File: src/rtl/writeback_pkg.sv
// Shared writeback-stage constants: datapath widths, register file size and
// result buffer geometry.
package writeback_pkg;

  localparam int unsigned DATA_WIDTH   = 32;
  localparam int unsigned REG_COUNT    = 32;
  localparam int unsigned REG_ADDR_W   = 5;
  localparam int unsigned WB_BUF_DEPTH = 2;

  // One buffered result: {destination register, result data}.
  localparam int unsigned WB_ENTRY_W   = REG_ADDR_W + DATA_WIDTH;

endpackage

File: src/rtl/wb_result_fifo.sv
// Small synchronous FIFO holding execution results awaiting retirement.
// Not fall-through: an entry pushed this cycle is visible at the head next cycle.
module wb_result_fifo #(
  parameter int unsigned WIDTH = 37,
  parameter int unsigned DEPTH = 2,
  localparam int unsigned PtrW = (DEPTH > 1) ? $clog2(DEPTH) : 1,
  localparam int unsigned CntW = $clog2(DEPTH + 1)
) (
  input  logic             clk,
  input  logic             reset,
  input  logic             push,
  input  logic             pop,
  input  logic [WIDTH-1:0] wdata,
  output logic [WIDTH-1:0] rdata,
  output logic             full,
  output logic             empty,
  output logic [CntW-1:0]  count
);

  logic [WIDTH-1:0] mem_q [DEPTH];
  logic [PtrW-1:0]  wr_ptr_q;
  logic [PtrW-1:0]  rd_ptr_q;
  logic [CntW-1:0]  count_q;
  logic [CntW-1:0]  count_d;
  logic             do_push;
  logic             do_pop;

  assign full    = (count_q == CntW'(DEPTH));
  assign empty   = (count_q == '0);
  assign count   = count_q;
  assign rdata   = mem_q[rd_ptr_q];

  // Ignore requests the buffer cannot honour so the state never corrupts.
  assign do_push = push & ~full;
  assign do_pop  = pop & ~empty;

  // Occupancy next-state; simultaneous push and pop leaves it unchanged.
  always_comb begin
    count_d = count_q;
    unique case ({do_push, do_pop})
      2'b10:   count_d = count_q + CntW'(1);
      2'b01:   count_d = count_q - CntW'(1);
      default: count_d = count_q;
    endcase
  end

  // Storage, pointers and occupancy; pointers wrap since DEPTH is a power of 2.
  always_ff @(posedge clk) begin
    if (reset) begin
      wr_ptr_q <= '0;
      rd_ptr_q <= '0;
      count_q  <= '0;
      for (int i = 0; i < int'(DEPTH); i++) begin
        mem_q[i] <= '0;
      end
    end else begin
      if (do_push) begin
        mem_q[wr_ptr_q] <= wdata;
        wr_ptr_q        <= wr_ptr_q + PtrW'(1);
      end
      if (do_pop) begin
        rd_ptr_q <= rd_ptr_q + PtrW'(1);
      end
      count_q <= count_d;
    end
  end

endmodule

File: src/rtl/writeback_stage.sv
// Writeback stage: buffers execution results during stalls, retires one per
// cycle into the integer register file and serves two bypassed read ports.
module writeback_stage
  import writeback_pkg::*;
#(
  parameter int unsigned DATA_WIDTH = writeback_pkg::DATA_WIDTH,
  parameter int unsigned REG_COUNT  = writeback_pkg::REG_COUNT,
  parameter int unsigned REG_ADDR_W = writeback_pkg::REG_ADDR_W,
  parameter int unsigned BUF_DEPTH  = writeback_pkg::WB_BUF_DEPTH
) (
  input  logic                  clk,
  input  logic                  reset,
  input  logic                  uop_valid_in,
  input  logic [DATA_WIDTH-1:0] result_in,
  input  logic [REG_ADDR_W-1:0] rd_addr_in,
  input  logic                  system_stall,
  input  logic [REG_ADDR_W-1:0] rs1_addr,
  input  logic [REG_ADDR_W-1:0] rs2_addr,
  output logic [DATA_WIDTH-1:0] rs1_data,
  output logic [DATA_WIDTH-1:0] rs2_data,
  output logic                  wb_full,
  output logic                  rf_we,
  output logic [REG_ADDR_W-1:0] rf_waddr,
  output logic [DATA_WIDTH-1:0] rf_wdata,
  output logic [31:0]           retire_count,
  output logic                  overflow_err
);

  localparam int unsigned EntryW = REG_ADDR_W + DATA_WIDTH;
  localparam int unsigned CntW   = $clog2(BUF_DEPTH + 1);

  logic [EntryW-1:0]     head;
  logic                  fifo_full;
  logic                  fifo_empty;
  logic [CntW-1:0]       fifo_count;
  logic                  push;
  logic                  pop;
  logic [DATA_WIDTH-1:0] regs_q [REG_COUNT];
  logic [31:0]           retire_count_q;
  logic [31:0]           retire_count_d;
  logic                  overflow_err_q;

  // Pop depends only on registered occupancy, so a push into an empty buffer
  // cannot retire in the same cycle.
  assign push = uop_valid_in & ~fifo_full;
  assign pop  = ~fifo_empty & ~system_stall;

  wb_result_fifo #(
    .WIDTH (EntryW),
    .DEPTH (BUF_DEPTH)
  ) u_fifo (
    .clk   (clk),
    .reset (reset),
    .push  (push),
    .pop   (pop),
    .wdata ({rd_addr_in, result_in}),
    .rdata (head),
    .full  (fifo_full),
    .empty (fifo_empty),
    .count (fifo_count)
  );

  assign wb_full  = (fifo_count == CntW'(BUF_DEPTH));
  assign rf_waddr = head[EntryW-1 -: REG_ADDR_W];
  assign rf_wdata = head[DATA_WIDTH-1:0];
  // Results targeting x0 still retire but never reach the array.
  assign rf_we    = pop & (rf_waddr != '0);

  assign retire_count   = retire_count_q;
  assign overflow_err   = overflow_err_q;
  assign retire_count_d = retire_count_q + {31'd0, pop};

  // Read ports: x0 hard-wired to zero, then same-cycle write bypass, then array.
  always_comb begin
    rs1_data = regs_q[rs1_addr];
    if (rs1_addr == '0) begin
      rs1_data = '0;
    end else if (rf_we && (rf_waddr == rs1_addr)) begin
      rs1_data = rf_wdata;
    end
  end

  // Second read port, independent of the first.
  always_comb begin
    rs2_data = regs_q[rs2_addr];
    if (rs2_addr == '0) begin
      rs2_data = '0;
    end else if (rf_we && (rf_waddr == rs2_addr)) begin
      rs2_data = rf_wdata;
    end
  end

  // Register array update from the retiring head entry.
  always_ff @(posedge clk) begin
    if (reset) begin
      for (int i = 0; i < int'(REG_COUNT); i++) begin
        regs_q[i] <= '0;
      end
    end else if (rf_we) begin
      regs_q[rf_waddr] <= rf_wdata;
    end
  end

  // Retirement counter (wraps naturally) and sticky overflow flag.
  always_ff @(posedge clk) begin
    if (reset) begin
      retire_count_q <= '0;
      overflow_err_q <= 1'b0;
    end else begin
      retire_count_q <= retire_count_d;
      if (uop_valid_in && fifo_full) begin
        overflow_err_q <= 1'b1;
      end
    end
  end

endmodule

File: config.mk
export PLATFORM = sky130hd
export DESIGN_NAME = writeback_stage
export DESIGN_NICKNAME = d
export VERILOG_FILES = /design/src/rtl/writeback_pkg.sv /design/src/rtl/wb_result_fifo.sv /design/src/rtl/writeback_stage.sv
export SDC_FILE = /design/constraint.sdc
export NUM_CORES = 2
export LEC_CHECK = 0
export CORE_ASPECT_RATIO = 0.8
export CORE_UTILIZATION = 52
export CTS_CLUSTER_DIAMETER = 40
export DETAILED_ROUTE_END_ITERATION = 10
export PLACE_DENSITY_LB_ADDON = 0.3
export SYNTH_ARGS = -nofsm -noshare
export SYNTH_HDL_FRONTEND = slang
export SYNTH_SLANG_ARGS = --single-unit
File: constraint.sdc
create_clock -name clk -period 3.6 [get_ports clk]
set_clock_uncertainty 0.05 [all_clocks]
set_input_delay 0.36 -clock clk [delete_from_list [all_inputs] [get_ports clk]]
set_output_delay 0.36 -clock clk [all_outputs]
set_load 0.02 [all_outputs]
==> flow_metrics.py <==
metrics = {
    "grt": {
        "grt_max_degree": 60,
        "antenna_found_initial": 2,
        "grt_use_total_pct": 35.6,
        "grt_pass1_wl_um": 274000,
        "grt_overflow": 0,
        "first_global_vias": 38700,
    },
    "clock_tree": {
        "cts_buffers": 139,
        "h-tree-depth": 4,
        "clkTransAtPathRegs_ns": 0.06,
        "tritoncts": "done",
        "clockBufferDepth": 3,
        "clk_latency_ns": 0.75,
        "cts_root_buf": "clkbuf_16",
        "hold_buffers": 0,
        "cts.sinks": 1136,
    },
    "timing": {
        "fin_tns_setup_ns": 0,
        "max_slew.worst_pin.slew_ns": 0.923,
        "drv_slew": 0,
        "fmax_mhz": 279,
        "period_needed_ns": 3.59,
        "slew_headroom_pct": 38.5,
        "fin_crit_sh_pct": 99.7,
        "rsz0062_at_grt": "yes",
        "hold_viol": 0,
        "setup_violations": 0,
    },
    "worst_hold_path": {
        "hp-class": "primary input to flop",
        "whs_endpoint": "u_fifo.wr_ptr_q",
        "min_path_cells": 2,
        "hold_start": "reset",
    },
    "placement": {
        "place_hpwl_um": 122000,
        "place.gp.congestion": 0.940,
        "portBuffers": 186,
        "place_inst": 5436,
    },
    "run_status": {
        "violations": "design-rule violations",
        "status": "complete, but fails checks",
    },
    "critical_path": {
        "slowest_delay_ns": 0.42,
        "arrival_ns": 3.18,
        "r2r_slack_ns": 0.63,
        "cp_slowest_cell": "dfxtp_4",
        "crit-reg2reg-capture": "regs_q[19][10]",
        "path_buf_inv": 4,
        "crit_required_ns": 3.19,
        "path_max_fanout": 22,
        "critPathKind": "flop to output pin",
        "path_delay_family": "buffers and inverters",
        "worst_setup_path_end_kind": "output pin",
        "start_kind": "flop",
        "crit_chain": "mux2i_1 -> buf_4 -> xnor2_1 -> nor4_4 -> nand2_2 -> buf_12 -> buf_6 -> o2bb2ai_1 -> clkdlybuf4s15_2",
        "reg2regPathDepth": 7,
    },
    "power": {
        "power_frac_comb_pct": 19.6,
        "clkPwrFrac_pct": 38.5,
        "power.leakage_nw": 23.9,
        "ir_drop_uv": 499,
        "p_total_mw": 37.1,
        "internal_power_mw": 26.2,
        "sw_frac_of_total_pct": 29.4,
        "switchingPower_mw": 10.9,
        "pwr-share-seq_pct": 41.8,
        "powerDensity_nw_per_um2": 553,
    },
    "final_layout": {
        "final_common_cell": "edfxtp_1",
        "final_cells": 5714,
        "fin_nets": 4239,
        "drive_above_1_share_pct": 29.4,
        "area_growth_pct": 19.5,
        "final_cell_mix": "edfxtp_1, nor2_1, mux4_2, buf_4, o22ai_1",
    },
    "route": {
        "num_vias": 40000,
        "drc_errors": 8,
        "drt_first_pass_iters": 9,
        "finalWirelength_um": 194000,
        "wire_per_inst_um": 33.9,
        "drt-vias-per-instance": 7.01,
        "first_iter_violations": 7706,
        "ant_nets": 0,
    },
    "floorplanning": {
        "rows": 107,
        "die_w_um": 369,
        "pin_count": 187,
        "dieArea_um2": 109000,
        "die_h_um": 296,
        "start_util_pct": 52.6,
        "core-area_um2": 107000,
    },
    "logic_synthesis": {
        "synth_edf_count": 1098,
        "syn_avg_cell_area_um2": 14.4,
        "async_flop_share_pct": 0,
        "synth_seq_area_share_pct": 60.1,
        "netlist-cell-type-count": 56,
        "syn_area_um2": 56100,
        "synth-seq-cells": 1136,
        "ys.flop_type": "edfxtp_1",
        "syn-instance-count": 3884,
        "yosysWarnings": 0,
    },
    "run": {
        "maxCapViolCount": 0,
    },
}
## cell families after synthesis
family                   after synthesis  share of synthesized area, %
flip-flops                          1136                          60.1
AND/OR/NAND/NOR                     1345                          10.3
XOR/XNOR                              41                         0.640
adder cells (fa/ha/maj)                3                        0.0669
AO/OA/AOI/OAI                        333                          4.05
buffers and inverters                444                          3.59
other                                  1                       0.00668
multiplexers                         581                          21.2
## Yosys cell counts, types with 7 or more instances
library cell	count	area, um^2
inv_1	45	169
a21oi_1	8	40.0
xor2_1	24	210
and2_1	75	469
o21ai_0	35	175
mux2_2	32	360
nand4_1	15	93.8
clkbuf_1	209	785
a221o_1	31	310
o22ai_1	218	1360
xnor2_1	17	149
nand2_1	46	173
mux2i_1	65	651
o2bb2ai_1	31	272
nor4_1	32	200
nor3_1	8	40.0
edfxtp_1	1098	33000
buf_2	150	751
mux4_2	481	10800
nand3_1	18	90.1
buf_1	12	45.0
buf_4	14	105
or3_1	7	43.8
dfxtp_1	38	761
buf_6	14	158
nand2b_1	40	250
or4_1	31	233
nor2_1	1039	3900
## worst max-delay path by stage
stage / slack [ns] / endpoint / cells past startpoint / start
global route: -0.06 / rs2_data[12] / 9 / flop
finish: 0.01 / rs2_data[11] / 9 / flop
detailed placement: 0.01 / rs1_data[0] / 8 / rs1_addr[4]
global placement: 0.02 / rs1_data[16] / 8 / rs1_addr[4]
floorplan: 0.56 / u_fifo.mem_q[0][0] / 3 / u_fifo.count[0]
CTS: 0.003 / rs2_data[12] / 9 / flop
## through the flow
| step | utilization (%) | hold slack (ns) | area, um^2 | setup WS (ns) |
|---|---|---|---|---|
| 3_3_place_gp | 58.3 | 0.409 | 62200 | 0.0243 |
| 6_report | 62.9 | 0.0375 | 67100 | 0.0116 |
| 5_1_grt | 62.9 | 0.0346 | 67100 | -0.0645 |
| 2_1_floorplan | - | 0.422 | 56200 | 0.563 |
| 3_5_place_dp | 58.3 | 0.411 | 62200 | 0.0147 |
| 4_1_cts | 62.8 | 0.0213 | 67000 | 0.00334 |
## state kept, by name, indices dropped and copies added, names as in the netlist, named ones only
| name | cells |
|---|---|
| regs_q | 1024 |
| u_fifo.mem_q | 74 |
| retire_count | 32 |
| u_fifo.count | 2 |
| overflow_err | 1 |
| u_fifo.rd_ptr_q | 1 |
| u_fifo.wr_ptr_q | 1 |
## power by group through the flow
stage	Combinational [mW]	Sequential, mW	Clock, mW
floorplan	3.81	15.6	0
global placement	6.94	15.7	0
detailed placement	6.99	15.8	0
CTS	7.07	15.5	14.3
global route	7.52	15.6	14.9
finish	7.27	15.5	14.3
## repair_timing
item | 4_1_cts | 5_1_grt
cloned | 2 | 1
setup endpoints to repair | 72 | 35
buffers inserted | 18 | 4
resized for setup | 187 | 40
pin swaps | 5 | 4
## layout make-up
class,instances,area (um^2)
Antenna cell,3,7.51
Clock buffer,157,3610
Clock inverter,93,1100
Fill cell,7563,39600
Inverter,45,169
Multi-Input combinational cell,2335,21200
Sequential cell,1136,33700
Tap cell,1417,1770
Timing Repair Buffer,528,5500
## per-layer routing
layer  global-route usage [%]  part of all wire (%)  vias to the layer above
met2                     51.9                    44                     3806
met1                     48.4                    34                    20100
li1                         -                     -                    15500
met3                     11.6                    17                      634
met4                     17.4                   5.4                        2
met5                        0                0.0067                        -
Note: power is estimated with default switching activity, not from simulation.
